### config.mk
export PLATFORM = sky130hd
export DESIGN_NAME = oam_scan_unit
export DESIGN_NICKNAME = d
export VERILOG_FILES = /design/src/rtl/ppu_pkg.sv /design/src/rtl/oam_obj_buffer.sv /design/src/rtl/oam_scan_unit.sv
export SDC_FILE = /design/constraint.sdc
export NUM_CORES = 1
export LEC_CHECK = 0
export BUFFER_PORTS_ARGS = -buffer_cell sky130_fd_sc_hd__buf_2
export CORE_AREA = 2 2 163 165
export CTS_BUF_LIST = sky130_fd_sc_hd__clkbuf_4 sky130_fd_sc_hd__clkbuf_8
export DETAILED_ROUTE_END_ITERATION = 10
export DIE_AREA = 0 0 165 167
export HOLD_SLACK_MARGIN = 0.05
export PLACE_DENSITY = 0.94
export SLEW_MARGIN = 15
export SYNTH_ARGS = -nofsm -noshare
export SYNTH_HDL_FRONTEND = slang
export SYNTH_SLANG_ARGS = --single-unit
### constraint.sdc
create_clock -name clk -period 4.7 [get_ports clk]
set_input_delay 0.705 -clock clk [delete_from_list [all_inputs] [get_ports clk]]
set_output_delay 0.705 -clock clk [all_outputs]
set_load 0.02 [all_outputs]
### src/rtl/ppu_pkg.sv
// rtl/ppu_pkg.sv - shared PPU types for the OAM scan unit
package ppu_pkg;

  localparam logic [15:0] OAM_BASE_ADDR = 16'hFE00;
  localparam int          OBJ_BYTES     = 4;

  typedef struct packed {
    logic [7:0] y;
    logic [7:0] x;
    logic [7:0] tile;
    logic [7:0] attr;
  } obj_entry_t;

  typedef enum logic [2:0] {
    S_IDLE,
    S_REQ_Y,
    S_EVAL_Y,
    S_GET_X,
    S_GET_T,
    S_GET_A,
    S_DONE
  } scan_state_e;

  // OAM Y is offset by 16, so compare against ly+16 in 9 bits to avoid wrap.
  function automatic logic obj_on_line(input logic [7:0] ly,
                                       input logic [7:0] y,
                                       input logic       tall);
    logic [8:0] line9;
    logic [8:0] top9;
    logic [8:0] bottom9;
    line9   = {1'b0, ly} + 9'd16;
    top9    = {1'b0, y};
    bottom9 = top9 + (tall ? 9'd16 : 9'd8);
    return (line9 >= top9) && (line9 < bottom9);
  endfunction

endpackage

### src/rtl/oam_obj_buffer.sv
// rtl/oam_obj_buffer.sv - per-line object buffer with clear, commit and indexed read
// OAM_SCAN_XSORT_EN: commit becomes a stable ordered insert by X (leftmost at index 0).
module oam_obj_buffer
  import ppu_pkg::*;
#(
  parameter int MAX_PER_LINE = 10,
  parameter int CW           = $clog2(MAX_PER_LINE + 1),
  parameter int RW           = (MAX_PER_LINE > 1) ? $clog2(MAX_PER_LINE) : 1
) (
  input  logic          clk,
  input  logic          rstN,
  input  logic          clr_i,
  input  logic          commit_i,
  input  obj_entry_t    entry_i,
  output logic [CW-1:0] count_o,
  input  logic [RW-1:0] rd_idx_i,
  output obj_entry_t    rd_entry_o
);

  obj_entry_t    slot_q [MAX_PER_LINE];
  obj_entry_t    slot_d [MAX_PER_LINE];
  logic [CW-1:0] count_q;
  logic [CW-1:0] count_d;
  logic          room;

  assign room    = count_q < CW'(MAX_PER_LINE);
  assign count_o = count_q;

`ifdef OAM_SCAN_XSORT_EN
  logic [CW-1:0] ins_pos;

  // Buffer is kept sorted, so counting entries with x <= new x gives the slot
  // just after any equal-X entries, preserving OAM order among ties.
  always_comb begin
    ins_pos = '0;
    for (int k = 0; k < MAX_PER_LINE; k++) begin
      if (CW'(k) < count_q && slot_q[k].x <= entry_i.x) begin
        ins_pos = ins_pos + CW'(1);
      end
    end
  end
`endif

  always_comb begin
    slot_d  = slot_q;
    count_d = count_q;
    if (clr_i) begin
      for (int k = 0; k < MAX_PER_LINE; k++) begin
        slot_d[k] = '0;
      end
      count_d = '0;
    end else if (commit_i && room) begin
      count_d = count_q + CW'(1);
`ifdef OAM_SCAN_XSORT_EN
      for (int k = 1; k < MAX_PER_LINE; k++) begin
        if (CW'(k) > ins_pos && CW'(k) <= count_q) begin
          slot_d[k] = slot_q[k-1];
        end
      end
      for (int k = 0; k < MAX_PER_LINE; k++) begin
        if (CW'(k) == ins_pos) begin
          slot_d[k] = entry_i;
        end
      end
`else
      for (int k = 0; k < MAX_PER_LINE; k++) begin
        if (CW'(k) == count_q) begin
          slot_d[k] = entry_i;
        end
      end
`endif
    end
  end

  always_ff @(posedge clk or negedge rstN) begin
    if (!rstN) begin
      for (int k = 0; k < MAX_PER_LINE; k++) begin
        slot_q[k] <= '0;
      end
      count_q <= '0;
    end else begin
      slot_q  <= slot_d;
      count_q <= count_d;
    end
  end

  always_comb begin
    rd_entry_o = '0;
    for (int k = 0; k < MAX_PER_LINE; k++) begin
      if (RW'(k) == rd_idx_i && CW'(k) < count_q) begin
        rd_entry_o = slot_q[k];
      end
    end
  end

endmodule

### src/rtl/oam_scan_unit.sv
// rtl/oam_scan_unit.sv - mode-2 OAM scan: selects objects on scanline ly into a line buffer
// Buffer ordering follows OAM order unless OAM_SCAN_XSORT_EN is defined (sorted by X).
module oam_scan_unit
  import ppu_pkg::*;
#(
  parameter int          NUM_OBJ      = 40,
  parameter int          MAX_PER_LINE = 10,
  parameter logic [15:0] OAM_BASE     = OAM_BASE_ADDR,
  parameter int          CW           = $clog2(MAX_PER_LINE + 1),
  localparam int         RW           = (MAX_PER_LINE > 1) ? $clog2(MAX_PER_LINE) : 1,
  localparam int         IW           = (NUM_OBJ > 1) ? $clog2(NUM_OBJ) : 1
) (
  input  logic          clk,
  input  logic          rstN,
  input  logic          start_i,
  input  logic          abort_i,
  input  logic [7:0]    ly_i,
  input  logic          tall_i,
  output logic          mem_rd_o,
  output logic [15:0]   mem_addr_o,
  input  logic [7:0]    mem_data_i,
  output logic          busy_o,
  output logic          done_o,
  output logic [CW-1:0] count_o,
  input  logic [RW-1:0] rd_idx_i,
  output logic [7:0]    rd_y_o,
  output logic [7:0]    rd_x_o,
  output logic [7:0]    rd_tile_o,
  output logic [7:0]    rd_attr_o
);

  scan_state_e   state_q, state_d;
  logic [IW-1:0] i_q, i_d;
  logic [7:0]    ly_q, ly_d;
  logic          tall_q, tall_d;
  logic [7:0]    y_q, y_d;
  logic [7:0]    x_q, x_d;
  logic [7:0]    tile_q, tile_d;

  logic          buf_clr;
  logic          buf_commit;
  obj_entry_t    commit_entry;
  obj_entry_t    rd_entry;
  logic [CW-1:0] count_w;
  logic [15:0]   obj_addr;
  logic          last_obj;
  logic          room;

  assign obj_addr = OAM_BASE + 16'(i_q) * 16'(OBJ_BYTES);
  assign last_obj = (i_q == IW'(NUM_OBJ - 1));
  assign room     = count_w < CW'(MAX_PER_LINE);
  assign busy_o   = (state_q != S_IDLE);

  always_comb begin
    state_d    = state_q;
    i_d        = i_q;
    ly_d       = ly_q;
    tall_d     = tall_q;
    y_d        = y_q;
    x_d        = x_q;
    tile_d     = tile_q;
    buf_clr    = 1'b0;
    buf_commit = 1'b0;
    mem_rd_o   = 1'b0;
    mem_addr_o = OAM_BASE;
    done_o     = 1'b0;

    unique case (state_q)
      S_IDLE: ;
      S_REQ_Y: begin
        mem_rd_o   = 1'b1;
        mem_addr_o = obj_addr;
        state_d    = S_EVAL_Y;
      end
      S_EVAL_Y: begin
        mem_addr_o = obj_addr;
        // A hit with a full buffer is treated as a miss: same 2-cycle cost.
        if (obj_on_line(ly_q, mem_data_i, tall_q) && room) begin
          y_d        = mem_data_i;
          mem_rd_o   = 1'b1;
          mem_addr_o = obj_addr + 16'd1;
          state_d    = S_GET_X;
        end else begin
          i_d     = i_q + IW'(1);
          state_d = last_obj ? S_DONE : S_REQ_Y;
        end
      end
      S_GET_X: begin
        x_d        = mem_data_i;
        mem_rd_o   = 1'b1;
        mem_addr_o = obj_addr + 16'd2;
        state_d    = S_GET_T;
      end
      S_GET_T: begin
        tile_d     = mem_data_i;
        mem_rd_o   = 1'b1;
        mem_addr_o = obj_addr + 16'd3;
        state_d    = S_GET_A;
      end
      S_GET_A: begin
        mem_addr_o = obj_addr + 16'd3;
        buf_commit = 1'b1;
        i_d        = i_q + IW'(1);
        state_d    = last_obj ? S_DONE : S_REQ_Y;
      end
      S_DONE: begin
        done_o  = 1'b1;
        state_d = S_IDLE;
      end
      default: state_d = S_IDLE;
    endcase

    if (start_i) begin
      ly_d    = ly_i;
      tall_d  = tall_i;
      i_d     = '0;
      buf_clr = 1'b1;
      state_d = S_REQ_Y;
    end

    // Abort wins over start and suppresses any in-flight read or done pulse.
    if (abort_i) begin
      i_d        = '0;
      buf_clr    = 1'b1;
      buf_commit = 1'b0;
      mem_rd_o   = 1'b0;
      done_o     = 1'b0;
      state_d    = S_IDLE;
    end
  end

  always_ff @(posedge clk or negedge rstN) begin
    if (!rstN) begin
      state_q <= S_IDLE;
      i_q     <= '0;
      ly_q    <= '0;
      tall_q  <= 1'b0;
      y_q     <= '0;
      x_q     <= '0;
      tile_q  <= '0;
    end else begin
      state_q <= state_d;
      i_q     <= i_d;
      ly_q    <= ly_d;
      tall_q  <= tall_d;
      y_q     <= y_d;
      x_q     <= x_d;
      tile_q  <= tile_d;
    end
  end

  assign commit_entry = '{y: y_q, x: x_q, tile: tile_q, attr: mem_data_i};

  oam_obj_buffer #(
    .MAX_PER_LINE (MAX_PER_LINE),
    .CW           (CW),
    .RW           (RW)
  ) u_obj_buffer (
    .clk        (clk),
    .rstN       (rstN),
    .clr_i      (buf_clr),
    .commit_i   (buf_commit),
    .entry_i    (commit_entry),
    .count_o    (count_w),
    .rd_idx_i   (rd_idx_i),
    .rd_entry_o (rd_entry)
  );

  assign count_o   = count_w;
  assign rd_y_o    = rd_entry.y;
  assign rd_x_o    = rd_entry.x;
  assign rd_tile_o = rd_entry.tile;
  assign rd_attr_o = rd_entry.attr;

endmodule

# After elaboration in Yosys (flattened, before gate mapping)
# Cells that the tools add are included.
[op_classes] add_sub_neg=8 n_lt_le_gt_ge=13 eq_ne=27 muxes=45 reduce_logical=43
[ops] cell="32-bit two-way mux" count=20
[ops] cell="320-bit two-way mux" count=2
[ops] cell="16-bit case mux with 4 select lines" count=1
[ops] cell="3-bit by 4-bit equality test with 1-bit output (first input constant)" count=8
[ops] cell="11-bit by 3-bit adder with 12-bit output (second input constant)" count=2
[ops] cell="2-bit AND reduction" count=12
[ops] cell="2-bit nonzero test" count=11
[ops] cell="6-bit two-way mux" count=3
[ops] cell="3-bit case mux with 6 select lines" count=1
[ops] cell="2-bit by 4-bit equality test with 1-bit output (first input constant)" count=4
[ops] cell="4-bit equality test (first input constant)" count=4
[ops] cell="3-bit by 4-bit < comparator with 1-bit output (first input constant)" count=4
[ops] cell="16-bit two-way mux" count=1
[ops] cell="1-bit logical AND" count=13
[ops] cell="11-bit by 2-bit adder with 12-bit output (second input constant)" count=1
[ops] cell="3-bit two-way mux" count=4
[ops] cell="6-bit case mux with 2 select lines" count=1
[ops] cell="10-bit by 9-bit adder with 11-bit output (first input constant)" count=1
[ops] cell="8-bit by 5-bit adder with 9-bit output" count=1
[ops] cell="8-bit by 5-bit adder with 9-bit output (second input constant)" count=1
[ops] cell="3-bit equality test (second input constant)" count=3
[ops] cell="9-bit by 8-bit greater-or-equal comparator with 1-bit output" count=1
[ops] cell="9-bit < comparator" count=1
[ops] cell="1-bit by 4-bit equality test with 1-bit output (first input constant)" count=2
[ops] cell="21 further kinds" count=34
[totals] reg_bits=366 inputBits=25 out_inout_bits=55 wordCells=184

# Longest topological paths before layout
# Gate-level depths: netlist of run 1.
[logic_depth] ltp_word=12 mapped_depth=12 depth_no_buf=12

# By module
# A second synthesis of run 1 with hierarchy kept.
[hier_totals] hier_cells=2109 area_unflattened_um2=18031.0
[modules_own_cells] module="oam_obj_buffer" instances=1 cells_each=1873 area_per_inst_um2=15586.2
[modules_own_cells] module="oam_scan_unit" instances=1 cells_each=236 area_per_inst_um2=2444.8

# Worst setup path before layout of run 1
# OpenSTA, ideal clock, no wires.
[synth_path] kind="input port to output port" startpoint="in mem_data_i[3]" endpoint="out mem_rd_o" arrival_time_ns=3.171 required_ns=3.995 slack_ns=0.824 stages=9 cell_sequence="ha_1 inv_1 fa_1 ha_1 a2111o_1 o2111ai_1 and3_1 a211oi_1 a211oi_1"
[synth_via] elab_chain_len=7 elab_cells_between_ends=8 classes_between="1 x add/sub; 2 x order compare; 3 x mux; 2 x reduce/logical"
[synth_rtl] element="start: declaration" line_no="oam_scan_unit.sv:21" rtl="input logic [7:0] mem_data_i,"
[synth_rtl] element="8-bit by 5-bit adder with 9-bit output" line_no="ppu_pkg.sv:33" rtl="bottom9 = top9 + (tall ? 9'd16 : 9'd8);"
[synth_rtl] element="9-bit < comparator" line_no="ppu_pkg.sv:34" rtl="return (line9 >= top9) && (line9 < bottom9);"
[synth_rtl] element="1-bit logical AND *" line_no="ppu_pkg.sv:34"
[synth_rtl] element="1-bit logical AND *" line_no="oam_scan_unit.sv:78" rtl="if (obj_on_line(ly_q, mem_data_i, tall_q) && room) begin"
[synth_rtl] element="1-bit two-way mux *" line_no="oam_scan_unit.sv:78"
[synth_rtl] element="1-bit case mux with 2 select lines *" line_no="oam_scan_unit.sv:68" rtl="unique case (state_q)"
[synth_rtl] element="1-bit two-way mux *" line_no="oam_scan_unit.sv:122" rtl="if (abort_i) begin"
[synth_rtl] element="end: declaration" line_no="oam_scan_unit.sv:19" rtl="output logic mem_rd_o,"
# Every way passes the cells marked *; elsewhere a longest branch is shown, timed or not.

# Worst setup path after layout of run 1
[layout_path] startpoint="reg u_obj_buffer.count_q[0], in the netlist u_obj_buffer.count_o[0]" endpoint="out rd_x_o[5]"
[layout_via] elab_chain_len=12 elab_cells_between_ends=30 classes_between="10 x order compare; 10 x mux; 10 x reduce/logical"
[layout_rtl] element="start: declaration" line_no="oam_obj_buffer.sv:22" rtl="logic [CW-1:0] count_q;"
[layout_rtl] element="start signal: assignment" line_no="oam_obj_buffer.sv:83" rtl="count_q <= count_d;"
[layout_rtl] element="1-bit by 4-bit < comparator with 1-bit output" line_no="oam_obj_buffer.sv:90" rtl="if (RW'(k) == rd_idx_i && CW'(k) < count_q) begin"
[layout_rtl] element="1-bit logical AND" line_no="oam_obj_buffer.sv:90"
[layout_rtl] element="32-bit two-way mux (9 in a row)" line_no="oam_obj_buffer.sv:90"
[layout_rtl] element="32-bit two-way mux *" line_no="oam_obj_buffer.sv:90"
[layout_rtl] element="end: declaration" line_no="oam_scan_unit.sv:27" rtl="output logic [7:0] rd_x_o,"
# Marks and branches as above.

==> flow_summary.json, run 1 <==
{
  "r2r_start": "state_q[2]$_DFFE_PN0P_",
  "seq_area_frac_synth_pct": 52.3,
  "peakVddDrop_v": 0.000280,
  "p_total_uw": 6350,
  "ant_nets": 0,
  "syn_to_final_growth_pct": 8.66,
  "clock_latency_ns": 0.63,
  "drt_iter0_markers": 3213,
  "io_buffers": 71,
  "wirelength_um": 57400,
  "grt_overflow": 0,
  "fp.dieW_um": 165,
  "critPathCaptureType": "output port",
  "fin_worst_skew_ns": 0.0338,
  "path_max_fanout": 11,
  "cts.path.max_buffers": 3,
  "crit_path_start_kind": "flop",
  "clk_pin_slew_ns": 0.06,
  "drive_above_1_share_pct": 13.3,
  "clock_sinks": 366,
  "slowest_delay_ns": 0.48,
  "slew-limit-headroom_pct": 24.6,
  "syn_avg_cell_area_um2": 8.76,
  "synthCells": 1998,
  "leakagePower_uw": 0.00791,
  "synth.distinct_cells": 73,
  "synth_flop_cell": "dfrtp_1",
  "rsz0062_at_grt": "no",
  "stdcell_count": 2362,
  "arrival_ns": 3.74,
  "cp.required_ns": 3.99,
  "synth_edf_count": 0,
  "mostFrequentLayoutCell": "nand2_1",
  "status": "finished clean",
  "period_share_pct": 94.5,
  "cts_resized": 0,
  "drc_errors": 0,
  "grt.total_usage_pct": 42.3,
  "final_core_util_pct": 73.8,
  "worstReg2RegEnd": "u_obj_buffer.slot_q[65]$_DFFE_PN0P_",
  "cts_buffers": 57,
  "h-tree-depth": 2,
  "ff2ff_setup_slack_ns": 1.52,
  "ys_seq_elements": 366,
  "dpl.hpwl_um": 31800,
  "grt_pass1_vias": 16800,
  "nets": 2033,
  "grt_pass1_wl_um": 89100,
  "slowest_stage": "dfrtp_1",
  "yosysWarnings": 0,
  "gp_congestion": 0.916,
  "cts_tree": "built",
  "tightest_slew_ns": 1.13,
  "finalSetupViolCount": 0,
  "final_cell_mix": "nand2_1, dfrtp_1, a21oi_1",
  "final_hold_viol_count": 0,
  "critPathKind": "reg -> out",
  "setup_tns_ns": 0,
  "dp_cells": 2261,
  "fp.dieH_um": 167,
  "grt_max_degree": 179,
  "fillCellCount": 1642,
  "start_util_pct": 67.9,
  "dr.pass1.iters": 7,
  "drv_cap": 0,
  "via_per_inst": 7.01,
  "setup_ws_ns": 0.257,
  "drv_slew": 0,
  "synthArstFlopShare_pct": 100,
  "ctsHoldBuffers": 0,
  "io_pins": 80,
  "min_period_ns": 4.44,
  "num_vias": 16500,
  "placementRows": 59,
  "wl_per_cell_um": 24.3,
  "cts_root_buf": "clkbuf_8",
  "cts_setup_buffers": 0,
  "syn-cell-area_um2": 17500,
  "core_area_um2": 25800,
  "power.density_nw_per_um2": 334,
  "crit_chain": "inv_1 > ha_1 > nor2b_1 > o21a_1 > buf_4 > a222oi_1 > a311oi_2 > a221oi_2 > a21oi_2 > buf_2",
  "die-area_um2": 27600,
  "pre_cts_ws_ns": 0.616,
  "antenna_found_initial": 0,
  "diodes": 0,
  "worst-r2r-cell-count": 6,
  "clock.fmax_ghz": 0.225,
  "worst_hold_path_type": "in -> async"
}
worst max-delay path by stage:
| stage | from | to | slack (ns) | cells after the start |
|---|---|---|---|---|
| 2_1_floorplan | mem_data_i[3] | mem_rd_o | 0.82 | 9 |
| 3_3_place_gp | mem_data_i[4] | mem_rd_o | 0.64 | 11 |
| 3_5_place_dp | mem_data_i[4] | mem_rd_o | 0.62 | 11 |
| 4_1_cts | u_obj_buffer.count_o[0]$_DFFE_PN0P_ | rd_x_o[5] | 0.38 | 10 |
| 5_1_grt | u_obj_buffer.count_o[0]$_DFFE_PN0P_ | rd_attr_o[2] | 0.18 | 10 |
| 6_report | u_obj_buffer.count_o[0]$_DFFE_PN0P_ | rd_x_o[5] | 0.26 | 10 |
kinds of logic after synthesis:
group,synth area share (%)
multiplexers,1.08
adder cells (fa/ha/maj),1.69
AO/OA/AOI/OAI,19.7
buffers and inverters,5.51
XOR/XNOR,0.350
AND/OR/NAND/NOR,19.3
other,0.0429
flip-flops,52.3
cell usage after synthesis (4+ instances only):
cell | number | share of area [%]
a221oi_1 | 25 | 1.3
inv_1 | 16 | 0.34
and2_1 | 5 | 0.18
a22o_1 | 8 | 0.40
nand3_1 | 12 | 0.34
nand2b_1 | 6 | 0.21
or3_1 | 8 | 0.29
nand2_1 | 686 | 15
o21ai_0 | 27 | 0.77
clkbuf_1 | 120 | 2.6
nor2_1 | 33 | 0.71
buf_1 | 4 | 0.086
buf_2 | 42 | 1.2
and3_1 | 9 | 0.32
nand4_1 | 21 | 0.75
buf_4 | 16 | 0.69
buf_6 | 9 | 0.58
nor2b_1 | 7 | 0.25
o221a_2 | 4 | 0.26
a222oi_1 | 19 | 1.1
a21oi_1 | 344 | 9.8
o22ai_1 | 12 | 0.43
ha_1 | 22 | 1.6
a211oi_1 | 4 | 0.17
o21ai_1 | 5 | 0.14
o221a_1 | 11 | 0.71
nor3_1 | 6 | 0.17
xnor2_1 | 5 | 0.25
dfrtp_1 | 366 | 52
mux2_2 | 15 | 0.96
a22oi_1 | 60 | 2.6
metrics by stage:
stage          hold slack [ns]  instance area, um^2
2_1_floorplan            0.409                17500
3_3_place_gp             0.496                17800
3_5_place_dp             0.505                17800
4_1_cts                  0.230                19000
5_1_grt                  0.237                19000
6_report                 0.191                19000
layer usage:
layer	GRT usage (%)	share of wire [%]	vias up	wire length [um]
li1	-	-	6791	-
met1	51.8	32	7783	18300
met2	62.7	44	1490	25400
met3	12.9	15	485	8590
met4	32.4	8.8	0	5060
met5	0	0	-	0
flip-flops by register name, indices dropped and copies added (netlist names):
name                  cells
u_obj_buffer.slot_q     320
ly_q                      8
tile_q                    8
x_q                       8
y_q                       8
i_q                       6
u_obj_buffer.count_o      4
state_q                   3
tall_q                    1
cell type report:
type | count | area, um^2 | area share (%)
multi-input combinational | 1429 | 7450 | 39.1
sequential | 366 | 9160 | 48.2
timing repair buffer | 113 | 718 | 3.78
tap | 335 | 419 | 2.20
inverter | 18 | 67.6 | 0.355
clock buffer | 90 | 1130 | 5.92
clock inverter | 11 | 85.1 | 0.447
worst max-delay path: cells and delay by family (launching register included):
kind                     cells  cell delay (ns)
AO/OA/AOI/OAI                5             1.40
adder cells (fa/ha/maj)      1             0.42
buffers and inverters        3             0.70
flip-flops                   1             0.48
AND/OR/NAND/NOR              1             0.11
report_power, final:
| part | internal [uW] | leakage, uW | switching [uW] |
|---|---|---|---|
| sequential | 3170 | 0.00502 | 35.5 |
| clock | 1570 | 0.000646 | 1290 |
| combinational | 78.6 | 0.00225 | 212 |
(Power assumes the default switching activity.)
==> run 2, diff against run 1 <==
--- a/config.mk
+++ b/config.mk
@@ -6,12 +6,12 @@
 export NUM_CORES = 1
 export LEC_CHECK = 0
 export BUFFER_PORTS_ARGS = -buffer_cell sky130_fd_sc_hd__buf_2
-export CORE_AREA = 2 2 163 165
-export CTS_BUF_LIST = sky130_fd_sc_hd__clkbuf_4 sky130_fd_sc_hd__clkbuf_8
+export CORE_AREA = 2 2 148 186
+export CTS_BUF_LIST = sky130_fd_sc_hd__clkbuf_16
 export DETAILED_ROUTE_END_ITERATION = 10
-export DIE_AREA = 0 0 165 167
+export DIE_AREA = 0 0 150 188
 export HOLD_SLACK_MARGIN = 0.05
-export PLACE_DENSITY = 0.94
+export PLACE_DENSITY = 0.92
 export SLEW_MARGIN = 15
 export SYNTH_ARGS = -nofsm -noshare
 export SYNTH_HDL_FRONTEND = slang
==> flow_summary.json, run 2 (same netlist as run 1, synthesis figures left out) <==
{
  "internal_power_uw": 4890,
  "finalSetupViolCount": 0,
  "final_hold_viol_count": 0,
  "final_cell_area_um2": 19000,
  "die-area_um2": 28200,
  "dpl.hpwl_um": 32100,
  "io_pins": 80,
  "diodes": 0,
  "drive_above_1_share_pct": 11.0,
  "power.density_nw_per_um2": 336,
  "p_switching_uw": 1490,
  "place_area_um2": 17800,
  "slew-limit-headroom_pct": 18.6,
  "tightest_slew_ns": 1.22,
  "clock_latency_ns": 0.54,
  "status": "complete, but fails checks",
  "power_frac_seq_pct": 50.2,
  "cts_buffers": 36,
  "critPathKind": "reg -> out",
  "crit_path_start_kind": "flop",
  "largest_register": "u_obj_buffer.slot_q",
  "syn_to_final_growth_pct": 8.34,
  "path_buf_inv": 3,
  "cts_setup_buffers": 0,
  "wl_per_cell_um": 23.8,
  "largest_reg_flops": 320,
  "combinationalPowerShare_pct": 4.5,
  "h-tree-depth": 2,
  "drc_errors": 17,
  "gp_congestion": 0.956,
  "dr.pass1.iters": 11,
  "crit_chain": "inv_1 > ha_1 > nand3b_1 > nand2_1 > nor2_1 > buf_4 > a221oi_1 > a21oi_1 > buf_2",
  "mostFrequentLayoutCell": "nand2_1",
  "setup_tns_ns": 0,
  "slowest_stage": "nor2_1",
  "clock.fmax_ghz": 0.226,
  "cp.required_ns": 3.99,
  "ctsHoldBuffers": 0,
  "core_area_um2": 26500,
  "clk_pin_slew_ns": 0.06,
  "drt_iter0_markers": 2959,
  "cts_resized": 0,
  "clock_sinks": 366,
  "via_per_inst": 6.91,
  "ant_nets": 0,
  "cts_root_buf": "clkbuf_16",
  "drv_slew": 0,
  "p_total_uw": 6380,
  "placementRows": 67,
  "final_core_util_pct": 71.6,
  "antenna_found_initial": 0,
  "grt_pass1_vias": 16100,
  "cts.path.max_buffers": 3,
  "rsz0062_at_grt": "no",
  "arrival_ns": 3.72,
  "start_util_pct": 66.1,
  "num_vias": 16100,
  "min_period_ns": 4.42,
  "peakVddDrop_v": 0.000336,
  "grt_pass1_wl_um": 86900,
  "slowest_delay_ns": 0.85,
  "cts_tree": "built",
  "period_share_pct": 94.1,
  "fp.dieW_um": 150,
  "p_sw_share_pct": 23.3,
  "io_buffers": 71,
  "grt.total_usage_pct": 40.1,
  "drv_cap": 0,
  "grt_max_degree": 114,
  "worst_hold_path_type": "in -> async",
  "path_delay_family": "simple AND/OR/NAND/NOR gates",
  "path_max_fanout": 9,
  "leakagePower_uw": 0.00785,
  "final_cell_mix": "nand2_1, dfrtp_1, a21oi_1",
  "clockPowerShare_pct": 45.3,
  "wirelength_um": 55700,
  "violations": "design-rule violations",
  "critPathCaptureType": "output port",
  "grt_overflow": 0,
  "nets": 2010,
  "fin_worst_skew_ns": 0.0251,
  "fp.dieH_um": 188
}
[run 2: changes by cell type in the layout (fill, tap and decap cells not counted), sizes merged]
cell      delta
clkbuf      -53
bufinv       +3
clkinv       +6
inv         +10
clkinvlp     -1
buf          -2
[run 2: final timing paths]
kind	startpoint	slack, ns	end	depth (start not counted)
worst max register to register	tall_q$_DFFE_PN0P_	1.55	y_q[6]$_DFFE_PN0N_	11
max in group asynchronous	rstN	3.32	u_obj_buffer.slot_q[100]$_DFFE_PN0P_	2
worst min-delay path	rstN	0.22	u_obj_buffer.slot_q[24]$_DFFE_PN0P_	1
worst min register to register	u_obj_buffer.slot_q[99]$_DFFE_PN0P_	0.52	u_obj_buffer.slot_q[99]$_DFFE_PN0P_	2
worst max-delay path	u_obj_buffer.count_o[0]$_DFFE_PN0P_	0.28	rd_attr_o[2]	9
min in group clk	ly_i[4]	0.40	ly_q[4]$_DFFE_PN0P_	3
[run 2: metrics by stage]
step                std cells  hold WS, ns  setup slack, ns
global placement         2269        0.506            0.580
finish                   2335        0.223            0.276
floorplan                2004        0.409            0.824
CTS                      2335        0.293            0.433
detailed placement       2269        0.513            0.540
global route             2335        0.331            0.214
[run 2: layout make-up]
type / count / area, um^2
flip-flops and latches: 366 / 9160
fillers: 1856 / 7520
multi-input cells: 1429 / 7460
clock buffers: 37 / 926
repair buffers: 111 / 691
well taps: 345 / 432
clock inverters: 29 / 235
inverters: 18 / 67.6
[run 2: routing by layer]
layer | vias to the layer above | wire (um) | track usage, %
li1 | 6743 | - | -
met1 | 7552 | 17600 | 49.9
met2 | 1433 | 25000 | 59.3
met3 | 409 | 8200 | 12.1
met4 | 0 | 4760 | 28.8
met5 | - | 0 | 0
[run 2: power groups by stage]
stage	Combinational [uW]	Sequential (uW)	Clock [uW]
detailed placement	282	3260	0
finish	288	3200	2890
floorplan	180	3230	0
global placement	276	3260	0
CTS	286	3200	2880
global route	321	3200	3030
